### src/rtl/mac_pkg.sv
// Shared types and constants for the multiply-accumulate slice.
package mac_pkg;

    typedef enum logic [1:0] {
        IDLE = 2'd0,
        RUN  = 2'd1,
        DONE = 2'd2
    } state_t;

    localparam int OPER_W = 4;
    localparam int PROD_W = 8;

endpackage

### src/rtl/multiplier.sv
// 4x4 unsigned combinational multiplier; cout flags a carry past 8 bits.
module multiplier (
    input  logic [3:0] A,
    input  logic [3:0] B,
    output logic [7:0] PRODUCT,
    output logic       cout
);

    logic [8:0] full;

    // Full-width product; cout stays 0 for 4-bit operands.
    always_comb begin
        full    = 9'(A) * 9'(B);
        PRODUCT = full[7:0];
        cout    = full[8];
    end

endmodule

### src/rtl/mac_accumulator.sv
// Streaming dot-product engine: accepts len operand pairs, sums their
// products into a wide accumulator and hands the total downstream.
module mac_accumulator
    import mac_pkg::*;
#(
    parameter int ACC_W = 16,
    parameter int CNT_W = 8
) (
    input  logic             clk,
    input  logic             rst,
    input  logic             start,
    input  logic [CNT_W-1:0] len,
    input  logic             in_valid,
    output logic             in_ready,
    input  logic [3:0]       in_a,
    input  logic [3:0]       in_b,
    output logic             out_valid,
    input  logic             out_ready,
    output logic [ACC_W-1:0] out_acc,
    output logic             out_ovf,
    output logic             busy
);

    state_t             state_q;
    state_t             state_d;
    logic [ACC_W-1:0]   acc;
    logic               ovf;
    logic [CNT_W-1:0]   remaining;
    logic [PROD_W-1:0]  product;
    logic [ACC_W:0]     sum;
    logic               beat;

    multiplier u_mult (
        .A       (in_a),
        .B       (in_b),
        .PRODUCT (product),
        .cout    ()
    );

    // Carry-extended add of the accumulator and the zero-extended product.
    always_comb begin
        sum = {1'b0, acc} + (ACC_W+1)'(product);
    end

    // Next-state decode; handshake outputs depend on state only.
    always_comb begin
        state_d   = state_q;
        in_ready  = 1'b0;
        out_valid = 1'b0;
        busy      = 1'b0;
        beat      = 1'b0;
        case (state_q)
            IDLE: begin
                if (start) begin
                    state_d = (len == '0) ? DONE : RUN;
                end
            end
            RUN: begin
                in_ready = 1'b1;
                busy     = 1'b1;
                beat     = in_valid;
                if (in_valid && (remaining == CNT_W'(1))) begin
                    state_d = DONE;
                end
            end
            DONE: begin
                out_valid = 1'b1;
                busy      = 1'b1;
                if (out_ready) begin
                    state_d = IDLE;
                end
            end
            default: state_d = IDLE;
        endcase
    end

    // State register.
    always_ff @(posedge clk or posedge rst) begin
        if (rst) begin
            state_q <= IDLE;
        end else begin
            state_q <= state_d;
        end
    end

    // Accumulator, sticky overflow and term counter.
    always_ff @(posedge clk or posedge rst) begin
        if (rst) begin
            acc       <= '0;
            ovf       <= 1'b0;
            remaining <= '0;
        end else if ((state_q == IDLE) && start) begin
            acc       <= '0;
            ovf       <= 1'b0;
            remaining <= len;
        end else if (beat) begin
            acc       <= sum[ACC_W-1:0];
            ovf       <= ovf | sum[ACC_W];
            remaining <= remaining - CNT_W'(1);
        end
    end

    assign out_acc = acc;
    assign out_ovf = ovf;

endmodule

### config.mk
export PLATFORM = sky130hd
export DESIGN_NAME = mac_accumulator
export DESIGN_NICKNAME = d
export VERILOG_FILES = /design/src/rtl/mac_pkg.sv /design/src/rtl/multiplier.sv /design/src/rtl/mac_accumulator.sv
export SDC_FILE = /design/constraint.sdc
export NUM_CORES = 1
export LEC_CHECK = 0
export BUFFER_PORTS_ARGS = -buffer_cell sky130_fd_sc_hd__buf_4
export CORE_MARGIN = 5
export CORE_UTILIZATION = 35
export CTS_BUF_LIST = sky130_fd_sc_hd__clkbuf_4
export CTS_CLUSTER_SIZE = 10
export DETAILED_ROUTE_END_ITERATION = 8
export PLACE_DENSITY_LB_ADDON = 0.05
export SLEW_MARGIN = 20
export SYNTH_ARGS = -nofsm -noshare
export SYNTH_HDL_FRONTEND = slang
export SYNTH_SLANG_ARGS = --single-unit
### constraint.sdc
create_clock -name clk -period 5.02 [get_ports clk]
set_input_delay 1.255 -clock clk [delete_from_list [all_inputs] [get_ports clk]]
set_output_delay 1.255 -clock clk [all_outputs]
set_load 0.02 [all_outputs]
==> metrics.cfg <==
[yosys]
synth_cell_type_count = 34
ys_seq_elements = 27
synth_cells = 249
synth_top_area_share_pct = 31.1
synth_area_leader_cell = dfrtp_1
synthTopCellsByArea = dfrtp_1 31%, ha_1 13%, fa_1 8.3%
syn-num-nets = 302
synth-seq-area-share_pct = 31.1
yosys_warnings = 0
syn_area_sq_um = 2170
syn_avg_cell_area_sq_um = 8.72

[setup_path]
slowest_stage = fa_1
cp_cell_sequence = buf_4 > nand2_1 > fa_1 > fa_1 > fa_1 > inv_1 > ha_1 > nand2b_1 > a21oi_1 > o211ai_1 > or3_1 > a21oi_1
worstPathArrival_ns = 4.38
r2r-end = out_acc[15]
endpoint_kind = register
cpMostUsedCell = fa_1
critPathMaxStageDelay_ns = 0.51
reg2reg_depth = 8
startpoint = in_a[0]
ff2ff_setup_slack_ns = 2.36
required_ns = 5.28
start_kind = input port
reg2reg_from = out_acc[2]
critPathKind = in2reg
endpoint = out_acc[15]
cp_max_fo = 6

[die]
die_h_um = 88.8
die-width_um = 88.8
core_area_sq_um = 5990
initial_utilization_pct = 36.2
die_area_sq_um = 7880
rows = 28
io-pin-count = 41

[pwr]
pwr-share-seq_pct = 32.4
peakVddDrop_mv = 0.172
p_leak_nw = 1.26
p_int_w = 0.000590
comb_power_share_pct = 58.0
p_sw_w = 0.000497
switching_share_pct = 45.7
clkPwrFrac_pct = 9.5
power.density_nw_per_um2 = 422

[placement]
dpl.hpwl_um = 3730
place_congestion = 0.756
dpl_cell_area_sq_um = 2550
portBuffers = 40

[cts]
ctsRootBufferMaster = clkbuf_4
hold_buffers = 0
clockBufferDepth = 2
htree_levels = 1
cts_num_sinks = 27
ctsResizeCount = 0
cts_tree = yes
numCtsBuffers = 3
clkLatencyLatePin_ns = 0.33
clkTransAtPathRegs_ns = 0.15
post_cts_buffers = 0

[grt]
grt_overflow = 0
first_global_vias = 1709
grtUsageTotal_pct = 12.7
grt_pass1_wl_um = 7990
grt_start_max_net_pins = 28
grt_antenna_before_repair = 0

[cells_and_area]
final_layout_size_suffix_gt1_share_pct = 17.0
fillers = 625
multiInputGateArea_sq_um = 1340
seqCellArea_sq_um = 676
design_area_sq_um = 2580
syn_to_final_growth_pct = 18.7
fin_nets = 342
diodes = 0

[sta]
tightest_slew_ns = 0.631
skew_ns = 0.00389
finalCriticalPeriod_ns = 4.11
fmax_mhz = 243
final_hold_viol_count = 0
hold_ws_ns = 0.516
rsz0062_at_grt = false
min_period_over_period_pct = 81.9
slew_headroom_pct = 58.0
finalSetupTns_ns = 0
setup_violations = 0
maxSlewViolCount = 0

[outcome]
status = finished clean

[job]
cap_violations = 0

[detailed_routing]
routedWlPerCell_um = 13.1
drt_iter0_drc = 62
first_pass_iters = 4
drc = 0
drt_wl_total_um = 4740
vias_per_cell = 4.78
dr_total_vias = 1736
postRouteAntennaNets = 0

[hold_path]
worstHoldPathType = reg2reg

[flip-flops by register name, summed over array words and instances (netlist names)]
name and count:
out_ovf 1, state_q 2, remaining 8, out_acc 16
[critical path: cells and delay by family]
kind | cells | cell delay [ns]
simple gates | 3 | 0.57
compound gates | 3 | 0.58
buf+inv | 2 | 0.13
fa+ha+maj | 4 | 1.84
[synthesized netlist by cell type]
library cell / number
inv_1: 35
nand2_1: 33
dfrtp_1: 27
ha_1: 23
a21oi_1: 17
o21ai_0: 15
and2_1: 14
nor2_1: 11
fa_1: 9
xnor2_1: 7
or3_1: 5
xor2_1: 5
a22o_1: 4
nand2b_1: 4
nor4_1: 4
o211ai_1: 4
a211oi_1: 3
a31oi_1: 3
buf_2: 3
clkbuf_1: 3
nand3_1: 3
a21o_1: 2
nand4_1: 2
o21ai_1: 2
o22ai_1: 2
and4_1: 1
mux2i_1: 1
nand3b_1: 1
nor2b_1: 1
nor3_1: 1
o221ai_2: 1
o31ai_1: 1
o41ai_4: 1
or4_4: 1
[how the worst min path moves through the flow]
stage | start | endpoint | slack, ns | depth (start not counted)
6_report | out_ovf | out_ovf | 0.52 | 2
4_1_cts | out_ovf | out_ovf | 0.52 | 2
2_1_floorplan | state_q[1] | state_q[1] | 0.48 | 2
5_1_grt | out_ovf | out_ovf | 0.56 | 2
3_3_place_gp | out_ovf | out_ovf | 0.49 | 2
3_5_place_dp | out_ovf | out_ovf | 0.48 | 2
[power by group through the flow]
| stage | logic (W) | registers (W) | clock network, W |
|---|---|---|---|
| finish | 0.000631 | 0.000352 | 0.000104 |
| global route | 0.000719 | 0.000365 | 0.000118 |
| CTS | 0.000642 | 0.000354 | 0.000110 |
| detailed placement | 0.000637 | 0.000358 | 0 |
| global placement | 0.000642 | 0.000359 | 0 |
| floorplan | 0.000436 | 0.000378 | 0 |
[area by class of cell]
class / instances / share of cell area (%)
multi-input cells: 181 / 51.9
inverters: 35 / 5.10
repair buffers: 41 / 11.9
well taps: 75 / 3.64
clock buffers: 4 / 1.17
flip-flops and latches: 27 / 26.2
[cell families after synthesis]
group           share of synthesized area (%)
fa+ha+maj                                21.6
xor+xnor                                 4.84
buf+inv                                  7.26
compound gates                           16.3
mux                                     0.461
simple gates                             18.4
flops                                    31.1
[metal layers]
metal	track usage, %	part of all wire, %	vias up
li1	-	-	916
met1	18.8	53	794
met2	19.8	43	24
met3	2.51	4.0	2
met4	1.24	0.21	0
met5	0	0	-
[per-stage QoR]
stage               std cells  total power (W)  utilization [%]  worst slack [ns]
floorplan                 249         0.000814                -             0.873
global placement          359          0.00100             42.5             0.578
detailed placement        359         0.000995             42.5             0.550
CTS                       363          0.00111             43.0             0.903
global route              363          0.00120             43.0             0.747
finish                    363          0.00109             43.0             0.909
[layout by cell type, fill, tap and decap left out, types with 2 or more instances in the layout]
cell	instances
or3_1	5
nor2_1	11
nand2_1	33
nand4_1	2
o22ai_1	2
buf_4	41
ha_1	23
inv_1	34
o21ai_1	2
a211oi_1	3
a22o_1	4
o211ai_1	4
and2_1	14
nand3_1	3
a21oi_1	17
o21ai_0	15
nand2b_1	4
clkbuf_4	4
nor4_1	4
xor2_1	5
a21o_1	2
dfrtp_1	27
fa_1	9
xnor2_1	7
a31oi_1	3
Power figures use the tool's default switching activity.
